===== src/rtl/dc_level_avg.sv =====
// dc_level_avg: windowed DC-level estimator.
// Sums WINDOW unsigned samples, then divides the window sum by WINDOW with a
// sequential restoring divider (one quotient bit per cycle) while the next
// window keeps accumulating.
// Optional build macro: DC_AVG_SMOOTH_EN -- when defined, each window after the
// first is blended into avg with a round-half-up first-order IIR.
module dc_level_avg #(
  parameter int unsigned WIDTH  = 8,
  parameter int unsigned WINDOW = 640,
  parameter int unsigned SUM_W  = 20,
  parameter int unsigned CNT_W  = 10
) (
  input  logic             clk,
  input  logic             rst,
  input  logic             sample_valid,
  input  logic [WIDTH-1:0] sample,
  input  logic             clear,
  output logic [WIDTH-1:0] avg,
  output logic             avg_update,
  output logic             avg_ready,
  output logic             busy
);

  localparam int unsigned IT_W = $clog2(SUM_W + 1);

  typedef enum logic [1:0] {IDLE, DIV, DONE} state_e;

  logic [SUM_W-1:0] acc_q, acc_d;
  logic [CNT_W-1:0] cnt_q, cnt_d;
  logic             win_done;
  logic [SUM_W-1:0] win_sum;

  state_e           state_q;
  logic             start_q;
  logic [SUM_W-1:0] dvd_q;
  logic [CNT_W-1:0] rem_q;
  logic [IT_W-1:0]  it_q;
  logic [WIDTH-1:0] avg_q;
  logic             upd_q;
  logic             ready_q;

  logic [CNT_W:0]   trial;
  logic             trial_ge;
  logic [CNT_W-1:0] rem_d;
  logic [WIDTH-1:0] avg_d;

  // Accumulator/counter next state; the WINDOW-th accepted sample closes the window.
  always_comb begin
    acc_d    = acc_q;
    cnt_d    = cnt_q;
    win_sum  = acc_q + SUM_W'(sample);
    win_done = 1'b0;
    if (sample_valid && !clear) begin
      if (cnt_q == CNT_W'(WINDOW - 1)) begin
        win_done = 1'b1;
        acc_d    = '0;
        cnt_d    = '0;
      end else begin
        acc_d = win_sum;
        cnt_d = cnt_q + CNT_W'(1);
      end
    end
  end

  // Accumulator registers; clear discards the partial window and any coincident sample.
  always_ff @(posedge clk) begin
    if (rst || clear) begin
      acc_q <= '0;
      cnt_q <= '0;
    end else begin
      acc_q <= acc_d;
      cnt_q <= cnt_d;
    end
  end

  // One restoring-division step: shift in the next dividend bit, subtract if it fits.
  always_comb begin
    trial    = {rem_q, dvd_q[SUM_W-1]};
    trial_ge = (trial >= (CNT_W+1)'(WINDOW));
    rem_d    = trial_ge ? CNT_W'(trial - (CNT_W+1)'(WINDOW)) : trial[CNT_W-1:0];
  end

  // Value loaded into avg when a division finishes.
`ifdef DC_AVG_SMOOTH_EN
  logic [WIDTH:0] smooth_sum;
  always_comb begin
    smooth_sum = {1'b0, avg_q} + {1'b0, dvd_q[WIDTH-1:0]} + (WIDTH+1)'(1);
    avg_d      = ready_q ? WIDTH'(smooth_sum >> 1) : dvd_q[WIDTH-1:0];
  end
`else
  always_comb begin
    avg_d = dvd_q[WIDTH-1:0];
  end
`endif

  // Divider FSM and registered outputs. The window sum is captured into dvd_q and
  // start_q is set on the closing edge; IDLE picks it up one edge later, which
  // places the avg update SUM_W+2 edges after the final sample.
  always_ff @(posedge clk) begin
    if (rst) begin
      state_q <= IDLE;
      start_q <= 1'b0;
      dvd_q   <= '0;
      rem_q   <= '0;
      it_q    <= '0;
      avg_q   <= '0;
      upd_q   <= 1'b0;
      ready_q <= 1'b0;
    end else begin
      upd_q <= 1'b0;
      if (clear) begin
        state_q <= IDLE;
        start_q <= 1'b0;
      end else begin
        case (state_q)
          IDLE: begin
            if (start_q) begin
              state_q <= DIV;
              start_q <= 1'b0;
              rem_q   <= '0;
              it_q    <= '0;
            end
          end
          DIV: begin
            rem_q <= rem_d;
            dvd_q <= {dvd_q[SUM_W-2:0], trial_ge};
            it_q  <= it_q + IT_W'(1);
            if (it_q == IT_W'(SUM_W - 1)) begin
              state_q <= DONE;
            end
          end
          DONE: begin
            avg_q   <= avg_d;
            upd_q   <= 1'b1;
            ready_q <= 1'b1;
            state_q <= IDLE;
          end
          default: state_q <= IDLE;
        endcase
        if (win_done) begin
          dvd_q   <= win_sum;
          start_q <= 1'b1;
        end
      end
    end
  end

  assign avg        = avg_q;
  assign avg_update = upd_q;
  assign avg_ready  = ready_q;
  assign busy       = (state_q == DIV);

endmodule


===== config.mk =====
export PLATFORM = sky130hd
export DESIGN_NAME = dc_level_avg
export DESIGN_NICKNAME = d
export VERILOG_FILES = /design/src/rtl/dc_level_avg.sv
export SDC_FILE = /design/constraint.sdc
export NUM_CORES = 1
export LEC_CHECK = 0
export CAP_MARGIN = 5
export CORE_MARGIN = 4
export CORE_UTILIZATION = 48
export DETAILED_ROUTE_END_ITERATION = 16
export PLACE_DENSITY = 0.67
export SYNTH_ARGS = -nofsm -noshare
export SYNTH_HDL_FRONTEND = slang
export SYNTH_SLANG_ARGS = --single-unit

===== constraint.sdc =====
create_clock -name clk -period 6.2 [get_ports clk]
set_clock_uncertainty 0.05 [all_clocks]
set_input_delay 0.62 -clock clk [delete_from_list [all_inputs] [get_ports clk]]
set_output_delay 0.62 -clock clk [all_outputs]
set_load 0.01 [all_outputs]

## Word level (Yosys, flattened, before mapping)

Cells that the tools add are included.

- Mux-type cells: 17
- $add $sub $neg: 4
- Bitwise operators: 1
- Eq/ne operators: 6
- Reduce and logical (&&, ||, !) cells: 12
- Magnitude comparators: 1

Operator list:

| cell | count |
|---|---|
| $mux 20 | 3 |
| $mux 10 | 3 |
| $add 20x8->20 | 1 |
| $pmux 10 s2 | 1 |
| $ge 11x10->1 const B | 1 |
| $add 10x1->10 const B | 1 |
| $eq 10x10->1 const B | 1 |
| $pmux 5 s2 | 1 |
| $sub 10x10->10 const B | 1 |
| $reduce_and 2->1 | 3 |
| $reduce_bool 2->1 | 3 |
| $add 5x1->5 const B | 1 |
| $eq 5x5->1 const B | 1 |
| $mux 1 | 5 |
| $mux 5 | 1 |
| $mux 2 | 2 |
| $pmux 2 s2 | 1 |
| $reduce_and 3->1 | 1 |
| $eq 2x1->1 const B | 1 |
| $eq 2x2->1 const B | 1 |
| $logic_not 2->1 | 1 |
| $ne 2x1->1 const B | 1 |
| $ne 2x2->1 const B | 1 |
| $reduce_or 2->1 | 1 |
| 4 further kinds | 4 |

- Bits of input ports: 12
- Output and inout port bits: 11
- Register bits after elaboration: 78

## Depth between registers and ports, before layout

Gate-level depths: netlist (run 1).

- Depth after elaboration: 5
- Gate-level depth with buffers: 8
- Gate-level depth less buffers: 7

## Worst setup path after synthesis (run 1)

Ideal clock, no wire load.

- Path type: input -> register
- Start: in sample[0]
- End: reg dvd_q[8]
- Stages: 7
- Buffers on the path: 0
- Slack: 3.640 ns
- Arrival: 2.397 ns
- Cell sequence: ha_1 fa_1 a21o_1 a221oi_2 o21ai_1 and3_1 a2111oi_1

- Cells in the longest elaborated chain, start to end: 2

RTL lines:

| element | RTL line | text |
|---|---|---|
| start: declaration | 16 | `input logic [WIDTH-1:0] sample,` |
| $add 20x8->20 | 51 | `win_sum = acc_q + SUM_W'(sample);` |
| $mux 20 | 140 | `if (win_done) begin` |
| end signal: assignment | 126 | `dvd_q <= {dvd_q[SUM_W-2:0], trial_ge};` |
| end signal: assignment | 141 | `dvd_q <= win_sum;` |
| end: declaration | 35 | `logic [SUM_W-1:0] dvd_q;` |

Every way passes these cells.
A chain may end at the register's enable or synchronous reset.

## Worst setup path in the final report (run 1)

- Start: in clear
- End: reg dvd_q[7]

- Cells in the longest elaborated chain, start to end: 5

RTL lines:

| element | RTL line | text |
|---|---|---|
| start: declaration | 17 | `input logic clear,` |
| $logic_not 1->1 | 53 | `if (sample_valid && !clear) begin` |
| $logic_and 1x1->1 | 53 |  |
| $mux 1 | 53 |  |
| $reduce_bool 2->1 (no line) | - |  |
| $reduce_and 2->1 (no line) | - |  |

Parallel ways exist; a longest one is shown, timed or not.

==> metrics.txt, run 1 <==
Post-DP HPWL=between 5 and 6 mm; Hold Startpoint=avg_ready; total iterations of the first detailed-routing run=4; Final setup viols=0; final hold viol count=0; CTS tree=done; fin crit share=0.461; DR WL/cell=between 15 and 20 µm; PD cells=221 nW/µm²; CTS sink cnt=between 70 and 80; P_leak=~1.6 nW; syn nets=approximately 440; Final nets=450; Clock Path Buffers=2; hold path depth=1; startpoint types=input port; slew margin rel.=0.377; fin crit period=approximately 2900 ps; Peak VDD IR=between 0.0001 and 0.00015 V; Ports=23; Synth Register Bits=between 70 and 80; drt drc=0; # port buffers=22; n_diodes=0; Initial Util=0.494; PnR Total Power=approximately 0.95 mW; Critical R2R Capture=dvd_q[8]; Die Y=97.2 µm; placed cell area=just over 4000 µm²; 1st-iter DRT viols=between 100 and 150; total gr overflow=0; reg2reg path depth=7; largest net degree at the start of global routing=36; commonest non-fill, non-tap cell in the layout=dfxtp_1; die width=a little under 100 µm; worst reg2reg startpoint=acc_q[0]; Design Area, Final=~4300 µm²; initial antenna violation count=0; H-tree lvl count=3; RSZ-0062 raised after global routing=no; CP Data Required Time=about 6400 ps; status=complete, no violations; async set-or-reset flop fraction in the synthesized netlist=0; pre-CTS setup slack=approximately 3000 ps; Worst Tran Pin Value=slightly above 900 ps; Max Slew Vio Count=0; CP Class=in2reg; Post-Syn Instances=412; Crit Path Max Fanout=17; total track usage=0.174; Worst EP arrival=about 3000 ps; area grow syn2layout=12.9%; post-synthesis cell area=about 3800 µm²; Post-CTS Setup Bufs=0; hold slack=approximately 420 ps; sequential area share after synthesis=0.409; Worst-Skew Late Latency=between 300 and 400 ps; GR peak layer=met2; grt met3 use=0.0474; Die Area=approximately 9400 µm²; antenna-violating nets left=0; worst reg2reg setup slack=3730 ps; setup slack after layout=around 3300 ps; vias in the first global route=~2800; number of synthesized flops with an enable pin=0; MaxCap Viol Count=0; synth warn=0; clk slew on worst S/H paths=roughly 80 ps; Avg Cell Area, Syn=9.26 µm²; Hold Crit Class=reg2reg; Fmax=between 300 and 400 MHz; CTS resizes=0; final setup TNS=0 ps; Core Rows=32; commonest non-fill, non-tap cells in the layout=78 x dfxtp_1, 47 x nor2_1, 29 x a211oi_1, 22 x clkdlybuf4s50_1, 19 x xnor2_1; routing usage on met1=0.245; DR vias/cell=5.65; CTS Root Cell=clkbuf_8; routability cong.=0.887; # hold bufs at CTS=0; via count=between 3000 and 4000; grt met2 use=0.267; first-pass GRT wire length=13.6 mm; WHS Endpoint=avg_ready; Netlist cell types=56; prevailing post-synth register cell=dfxtp_1; CP endpoint kind=flip-flop; CTS Buf Count=9; Core ar.=between 7000 and 8000 µm²; final WL=about 8.1 mm; layout cells sized above 1=0.0673
[flip-flops by register name, summed over array words and instances (netlist names)]
register	cells
avg_update	1
dvd_q	20
state_q	2
avg	8
acc_q	20
avg_ready	1
it_q	5
start_q	1
cnt_q	10
rem_q	10
[cells in the mapped netlist (2+ instances only)]
cell type,count,area (µm²)
inv_1,12,45.0
nand2b_1,4,25.0
o211ai_1,4,30.0
and2_1,6,37.5
a22o_2,2,20.0
nand2_1,12,45.0
and3_1,7,43.8
clkbuf_1,15,56.3
a22oi_1,8,60.1
xor2_1,10,87.6
a31o_1,2,17.5
dfxtp_1,78,1560
a31oi_1,2,12.5
nand4_1,5,31.3
a21boi_1,2,15.0
o2111a_1,2,22.5
nor3_1,6,30.0
o2111ai_1,4,35.0
o21ai_0,7,35.0
a211oi_1,29,218
o21a_1,2,15.0
xnor2_1,19,166
buf_2,6,30.0
nor3b_1,3,22.5
a21oi_1,13,65.1
or3_1,7,43.8
nor2b_1,13,81.3
o21ai_1,12,60.1
nor2_1,47,176
mux2i_1,18,180
a22o_1,10,87.6
a21o_1,7,52.6
nand3_1,4,20.0
o31a_1,2,17.5
ha_1,11,138
[final cells by class]
type                       instances  area [µm²]
fill                             677        3420
multi-input combinational        300        2120
clock inverter                     5        57.6
timing repair buffer              25         243
tap                              102         128
inverter                          12        45.0
clock buffer                      11         151
sequential                        78        1560
[worst max-delay path, stage by stage]
cell and delay (ps):
clkdlybuf4s50_1 580, nand2b_1 460, nor3_1 480, nand2b_1 440
a2111oi_0 450
[how the worst max path moves through the flow]
stage | startpoint | endpoint | slack, ps | depth (start not counted)
3_5_place_dp | sample[0] | dvd_q[8] | 3000 | 8
3_3_place_gp | sample[0] | dvd_q[8] | 3040 | 8
6_report | clear | dvd_q[7] | 3340 | 5
4_1_cts | sample[0] | dvd_q[8] | 3370 | 8
5_1_grt | clear | dvd_q[7] | 3170 | 5
2_1_floorplan | sample[0] | dvd_q[8] | 3640 | 7
[per-layer routing]
metal / wire length, µm / up-vias / part of all wire
met5: 0 / - / 0
li1: - / 1539 / -
met4: 46 / 0 / 0.0057
met2: 3650 / 56 / 0.45
met1: 4010 / 1410 / 0.50
met3: 356 / 7 / 0.044
[kinds of logic after synthesis]
| family | Yosys count | synth area share |
|---|---|---|
| AOI/OAI and AO/OA | 117 | 0.227 |
| xor gates and xnor gates | 29 | 0.0666 |
| adders and majority gates | 12 | 0.0413 |
| buffers and inverters | 34 | 0.0364 |
| DFF | 78 | 0.409 |
| muxes | 19 | 0.0502 |
| and+or+nand+nor | 123 | 0.170 |
[where the power goes]
part           leakage (nW)  switching, mW  internal, mW
combinational         0.839         0.0348        0.0200
clock                 0.109          0.186         0.208
sequential            0.628        0.00123         0.502
total                  1.58          0.222         0.730
[stage by stage]
| step | instances | util |
|---|---|---|
| 2_1_floorplan | 412 | - |
| 3_3_place_gp | 517 | 0.530 |
| 3_5_place_dp | 517 | 0.530 |
| 4_1_cts | 533 | 0.557 |
| 5_1_grt | 533 | 0.557 |
| 6_report | 533 | 0.557 |
No activity file was read; power rests on OpenSTA's default activity.
==> run 2: changes to the inputs <==
PLACE_DENSITY = 0.69   (was 0.67)
clock period = 2.5 ns   (was 6.2 ns; I/O delays follow)
==> run 2 against run 1 <==
Net effect:
- flip-flop and latch count unchanged
- combinational power increased to 2.9 times the previous value
- non-clock buffer count increased by 21
- wire length increased by 7.9%
- clock power increased by 110%
- core utilization increased by 1.9 points
- worst hold slack got worse by 5.3 ps
- largest cell class unchanged
==> metrics.txt, run 2 (synthesis gave the netlist of run 1 again) <==
Worst-Skew Late Latency=350 ps (about the same); MaxCap Viol Count=0 (unchanged); Peak VDD IR=0.000267 V (was 0.000133 V); fin crit share=0.935; CP bufs+invs=1 (unchanged); non-filler cells, final=553 (was 533); DR vias/cell=5.60 (was 5.65); # port buffers=22 (unchanged); Top Registers=acc_q (20), dvd_q (20) (unchanged); commonest non-fill, non-tap cells in the layout=78 x dfxtp_1, 47 x nor2_1, 29 x a211oi_1, 22 x clkdlybuf4s50_1, 22 x buf_4 (was 78 x dfxtp_1, 47 x nor2_1, 29 x a211oi_1, 22 x clkdlybuf4s50_1, 19 x xnor2_1); CTS Root Cell=clkbuf_8 (unchanged); antenna-violating nets left=0 (unchanged); vias in the first global route=3103 (was 2808); H-tree lvl count=3 (unchanged); Worst path max stage delay=400 ps (was 580 ps); CP Cell Sequence=clkdlybuf4s50_1 -> ha_1 -> fa_1 -> a21o_1 -> a221o_1 -> o2111ai_1 -> xor2_1 -> a211oi_1 (was clkdlybuf4s50_1 -> nand2b_1 -> nor3_1 -> nand2b_1 -> a2111oi_0); Placed Cells=538 (was 517); final WL=8.70 mm (was 8.06 mm); filler instances=680 (was 677); fin crit period=between 2000 and 2500 ps; Die Area=9440 µm² (unchanged); final setup TNS=0 ps (unchanged); slew margin rel.=0.603 (was 0.377); initial antenna violation count=0 (unchanged); via count=3099 (was 3012); final hold viol count=0 (unchanged); CTS resizes=0 (unchanged); # hold bufs at CTS=0 (unchanged); startpoint types=input port (unchanged); commonest non-fill, non-tap cell in the layout=dfxtp_1 (unchanged); CTS tree=done (unchanged); Design Area, Final=4460 µm² (was 4310 µm²); Fmax=roughly 430 MHz; CP Class=in2reg (unchanged); CP endpoint kind=flip-flop (unchanged); Crit Path Max Fanout=3 (was 17); drt drc=0 (unchanged); Worst EP arrival=2560 ps (was 3050 ps); RSZ-0062 raised after global routing=no (unchanged); Final nets=471 (was 450); clk slew on worst S/H paths=90 ps (was 80 ps); Max Slew Vio Count=0 (unchanged); die width=97.2 µm (unchanged); layout cells sized above 1=0.109 (was 0.0673); Core Rows=32 (unchanged); Final Util=0.577 (was 0.557); pre-CTS setup slack=-214 ps (was 3000 ps); Worst Tran Pin Value=593 ps (was 931 ps); register area=1560 µm² (unchanged); total track usage=0.189 (was 0.174); largest net degree at the start of global routing=36 (unchanged); Clock Path Buffers=2 (unchanged); Final setup viols=0 (unchanged); first-pass GRT wire length=14.8 mm (was 13.6 mm); Core ar.=7730 µm² (unchanged); Ports=23 (unchanged); PD cells=504 nW/µm² (was 221 nW/µm²); CTS sink cnt=78 (unchanged); total gr overflow=0 (unchanged); CP Data Required Time=2720 ps (was 6390 ps); total iterations of the first detailed-routing run=4 (unchanged); 1st-iter DRT viols=131 (was 119); status=complete, no violations (unchanged); routability cong.=0.875 (was 0.887); DR WL/cell=15.7 µm (was 15.1 µm); Hold Crit Class=reg2reg (unchanged); placed cell area=4280 µm² (was 4100 µm²); n_diodes=0 (unchanged); CTS Buf Count=9 (unchanged); Multi-input gate area=2130 µm² (was 2120 µm²); setup slack after layout=164 ps (was 3340 ps); P_leak=1.66 nW (was 1.58 nW); delay-heaviest family, CP=compound AO/OA/AOI/OAI gates (was simple AND/OR/NAND/NOR gates); Initial Util=0.494 (unchanged); Die Y=97.2 µm (unchanged); Post-DP HPWL=6.18 mm (was 5.74 mm); area grow syn2layout=16.8% (was 12.9%); Post-CTS Setup Bufs=0 (unchanged); CP max-delay cell=clkdlybuf4s50_1 (unchanged)
-- run 2: cell types whose count changed in the layout (fill, tap and decap cells not counted), sizes merged --
cell,previous run,this run
buf,3,24
clkbuf,11,9
clkinvlp,0,2
bufinv,1,0
clkinv,4,3
inv,12,13
-- run 2: path summary, 6_finish.rpt --
path | startpoint | to | slack (ps) | cells after the start
worst min-delay path | avg_ready | avg_ready | 410 | 1
worst max register to register | acc_q[0] | dvd_q[18] | 170 | 7
worst min register to register | avg_ready | avg_ready | 410 | 1
worst max-delay path | sample[0] | dvd_q[18] | 160 | 8
-- run 2: cell type report --
cell class / count / area share
multi-input combinational: 300 / 0.479
sequential: 78 / 0.350
timing repair buffer: 46 / 0.0955
tap: 102 / 0.0286
clock buffer: 9 / 0.0278
inverter: 12 / 0.0101
clock inverter: 6 / 0.00871
-- run 2: stage by stage --
step           hold slack (ps)  power [mW]
6_report                   410        2.24
5_1_grt                    451        2.33
4_1_cts                    418        2.26
3_5_place_dp               397        1.43
3_3_place_gp               389        1.43
2_1_floorplan              396        1.37
-- run 2: power by group --
group | leakage, nW | switching [mW] | internal [mW]
sequential | 0.628 | 0.00283 | 1.24
clock | 0.0813 | 0.485 | 0.353
combinational | 0.949 | 0.0925 | 0.0660
-- run 2: worst register-to-register path, delay by kind of cell, from the launching register on --
family | cells | cell delay (ps)
AOI/OAI and AO/OA | 4 | 1140
adders and majority gates | 2 | 630
DFF | 1 | 320
xor gates and xnor gates | 1 | 110
-- run 2: routing by layer --
layer	track usage	vias to the layer above	wire, µm
li1	-	1575	-
met1	0.255	1459	4200
met2	0.292	54	3960
met3	0.0481	11	415
met4	0.0659	0	115
met5	0	-	0
==> run 3: changes to the inputs <==
ABC_AREA = 1   (was not set)
==> run 3 against run 2 <==
Net effect:
- worst hold slack worse by 16 ps
- synthesized cell count is 46% higher
- cell area is 5.4% higher
- fmax is 12% higher
- sequential share of layout area is 1.8 points lower
- wire length is 4.6% higher
- clock power is 28% higher
- die area is 8.6% higher
- sequential power hardly changed
- register-to-register slack better by 250 ps
- flip-flop and latch count stayed put
- global-route usage is 0.059 points higher
- critical path type unchanged
- critical endpoint is now dvd_q[12]
- largest cell class unchanged
- highest routed layer unchanged
==> metrics.txt, run 3 <==
Final nets=647 (was 471); initial antenna violation count=0 (unchanged); non-filler cells, final=733 (was 553); DR vias/cell=5.08 (was 5.60); most numerous cell on the critical path=nand2_1; status=complete, no violations (unchanged); Ports=23 (unchanged); drt drc=0 (unchanged); routability cong.=0.868 (was 0.875); MaxCap Viol Count=0 (unchanged); Clock Path Buffers=2 (unchanged); hold path depth=2 (was 1); synth top area cells=dfxtp_1 37%, nand2_1 16%, inv_1 7.5%, nand3_1 6.2%, a21oi_1 5.9% (was dfxtp_1 41%, a211oi_1 5.7%, mux2i_1 4.7%, nor2_1 4.6%, xnor2_1 4.4%); # hold bufs at CTS=0 (unchanged); total iterations of the first detailed-routing run=5 (was 4); setup slack after layout=408 ps (was 164 ps); clock share of power=0.436 (was 0.373); Top Registers=acc_q (20), dvd_q (20) (unchanged); Hold Startpoint=avg[3] (was avg_ready); synth warn=0 (unchanged); # port buffers=22 (unchanged); Int Pwr=1.89 mW (was 1.66 mW); commonest non-fill, non-tap cells in the layout=173 x nand2_1, 83 x inv_1, 78 x dfxtp_1, 52 x nand3_1, 49 x a21oi_1 (was 78 x dfxtp_1, 47 x nor2_1, 29 x a211oi_1, 22 x clkdlybuf4s50_1, 22 x buf_4); clk slew on worst S/H paths=80 ps (was 90 ps); Die Y=101 µm (was 97.2 µm); P_leak=2.04 nW (was 1.66 nW); H-tree lvl count=3 (unchanged); PD cells=523 nW/µm² (was 504 nW/µm²); switching power=0.570 mW (was 0.580 mW); CP bufs+invs=2 (was 1); Worst Tran Pin Value=574 ps (was 593 ps); most common cell in the netlist=nand2_1 (was dfxtp_1); startpoint types=input port (unchanged); die width=101 µm (was 97.2 µm); area grow syn2layout=12.6% (was 16.8%); Avg Cell Area, Syn=6.94 µm² (was 9.26 µm²); post-synthesis cell area=4170 µm² (was 3820 µm²); CTS Root Cell=clkbuf_8 (unchanged); antenna-violating nets left=0 (unchanged); DR WL/cell=12.4 µm (was 15.7 µm); Worst EP arrival=2280 ps (was 2560 ps); CP Class=in2reg (unchanged); n_diodes=0 (unchanged); top cell type's share of synthesized area=0.374 (was 0.409); logic gate share of total power=0.055 (was 0.071); area leader, netlist=dfxtp_1 (unchanged); fin crit share=0.837 (was 0.935); CP Cell Sequence=clkdlybuf4s50_1 -> ha_1 -> fa_1 -> nand3_1 -> nand2_1 -> nand2_1 -> nand2_1 -> nand2_1 -> nand2_1 -> nand2_1 -> nand2_1 -> o211ai_1 -> inv_1 (was clkdlybuf4s50_1 -> ha_1 -> fa_1 -> a21o_1 -> a221o_1 -> o2111ai_1 -> xor2_1 -> a211oi_1); Post-DP HPWL=6.71 mm (was 6.18 mm); vias in the first global route=3650 (was 3103); total gr overflow=0 (unchanged); final hold viol count=0 (unchanged); final WL=9.09 mm (was 8.70 mm); RSZ-0062 raised after global routing=no (unchanged); sw frac=0.232 (was 0.258); CP endpoint kind=flip-flop (unchanged); number of synthesized flops with an enable pin=0 (unchanged); slew margin rel.=0.616 (was 0.603); Core ar.=8340 µm² (was 7730 µm²); reg2reg path depth=12 (was 7); total track usage=0.189 (about the same); pre-CTS setup slack=46.8 ps (was -214 ps); Initial Util=0.500 (was 0.494); CP Data Required Time=2690 ps (was 2720 ps); fin crit period=2090 ps (was 2340 ps); Core Rows=33 (was 32); layout cells sized above 1=0.0812 (was 0.109); Placed Cells=717 (was 538); syn nets=625 (was 436); Post-CTS Setup Bufs=0 (unchanged); Netlist cell types=45 (was 56); hold slack=394 ps (was 410 ps); Final setup viols=0 (unchanged); CTS tree=done (unchanged); sequential area share after synthesis=0.374 (was 0.409); register share of total power=0.508 (was 0.556); largest net degree at the start of global routing=25 (was 36); prevailing post-synth register cell=dfxtp_1 (unchanged); final setup TNS=0 ps (unchanged); via count=3726 (was 3099); PnR Total Power=2.45 mW (was 2.24 mW); CP max-delay cell=clkdlybuf4s50_1 (unchanged); Max Slew Vio Count=0 (unchanged); worst reg2reg setup slack=420 ps (was 170 ps); 1st-iter DRT viols=187 (was 131); CTS Buf Count=9 (unchanged); commonest non-fill, non-tap cell in the layout=nand2_1 (was dfxtp_1); CTS resizes=0 (unchanged); Post-Syn Instances=601 (was 412); WHS Endpoint=avg[3] (was avg_ready); filler instances=789 (was 680); Worst-Skew Late Latency=350 ps (about the same); Critical R2R Capture=dvd_q[12] (was dvd_q[18]); async set-or-reset flop fraction in the synthesized netlist=0 (unchanged); worst reg2reg startpoint=acc_q[0] (unchanged); Peak VDD IR=0.000310 V (was 0.000267 V); delay-heaviest family, CP=simple AND/OR/NAND/NOR gates (was compound AO/OA/AOI/OAI gates); CTS sink cnt=78 (unchanged); Die Area=10200 µm² (was 9440 µm²); Crit Path Max Fanout=11 (was 3); Worst path max stage delay=410 ps (was 400 ps); first-pass GRT wire length=16.0 mm (was 14.8 mm); Hold Crit Class=reg2reg (unchanged); Synth Register Bits=78 (unchanged); Fmax=478 MHz (was 428 MHz); Commonest cells post-synth=173 x nand2_1, 83 x inv_1, 78 x dfxtp_1, 52 x nand3_1, 49 x a21oi_1 (was 78 x dfxtp_1, 47 x nor2_1, 29 x a211oi_1, 19 x xnor2_1, 18 x mux2i_1)
run 3: worst min-delay path: stages (launching register included):
cell and delay (ps):
dfxtp_1 310, inv_1 40, a21oi_1 50
run 3: how the worst max path moves through the flow:
stage | slack (ps) | depth (start not counted) | start | to
after detailed placement | 50 | 13 | sample[0] | dvd_q[12]
after global routing | 250 | 12 | acc_q[0] | dvd_q[12]
final | 410 | 13 | sample[0] | dvd_q[12]
after global placement | 110 | 13 | sample[0] | dvd_q[12]
after floorplan | 740 | 10 | acc_q[0] | dvd_q[8]
after CTS | 420 | 13 | sample[0] | dvd_q[12]
run 3: metrics by stage:
| step | utilization | area, µm² |
|---|---|---|
| finish | 0.563 | 4700 |
| global route | 0.563 | 4700 |
| floorplan | - | 4170 |
| detailed placement | 0.536 | 4470 |
| CTS | 0.563 | 4700 |
| global placement | 0.536 | 4470 |
run 3: cell families (layout without fill, tap and decap cells):
group	after synthesis	in the layout	synth area share
simple gates	291	291	0.316
buf+inv	111	138	0.110
compound gates	96	96	0.131
flops	78	78	0.374
fa+ha+maj	12	12	0.0378
xor+xnor	8	8	0.0186
mux	5	5	0.0120
run 3: power by group through the flow:
stage	clock (mW)	sequential (mW)	combinational (mW)
CTS	1.10	1.25	0.136
finish	1.07	1.25	0.136
global route	1.15	1.25	0.150
global placement	0	1.28	0.134
detailed placement	0	1.28	0.134
floorplan	0	1.28	0.0863
run 3: layout make-up:
| class | count | area (µm²) | share of cell area |
|---|---|---|---|
| well taps | 105 | 131 | 0.0280 |
| flip-flops and latches | 78 | 1560 | 0.332 |
| multi-input cells | 412 | 2150 | 0.458 |
| clock inverters | 5 | 82.6 | 0.0176 |
| clock buffers | 11 | 141 | 0.0301 |
| inverters | 91 | 342 | 0.0727 |
| repair buffers | 31 | 288 | 0.0613 |
run 3: layer usage:
metal  track usage  up-vias  wire, µm
met5             0        -         0
met4        0.0501        0        95
met3        0.0372       11       342
met2         0.314       71      4090
met1         0.253     1657      4560
li1              -     1987         -
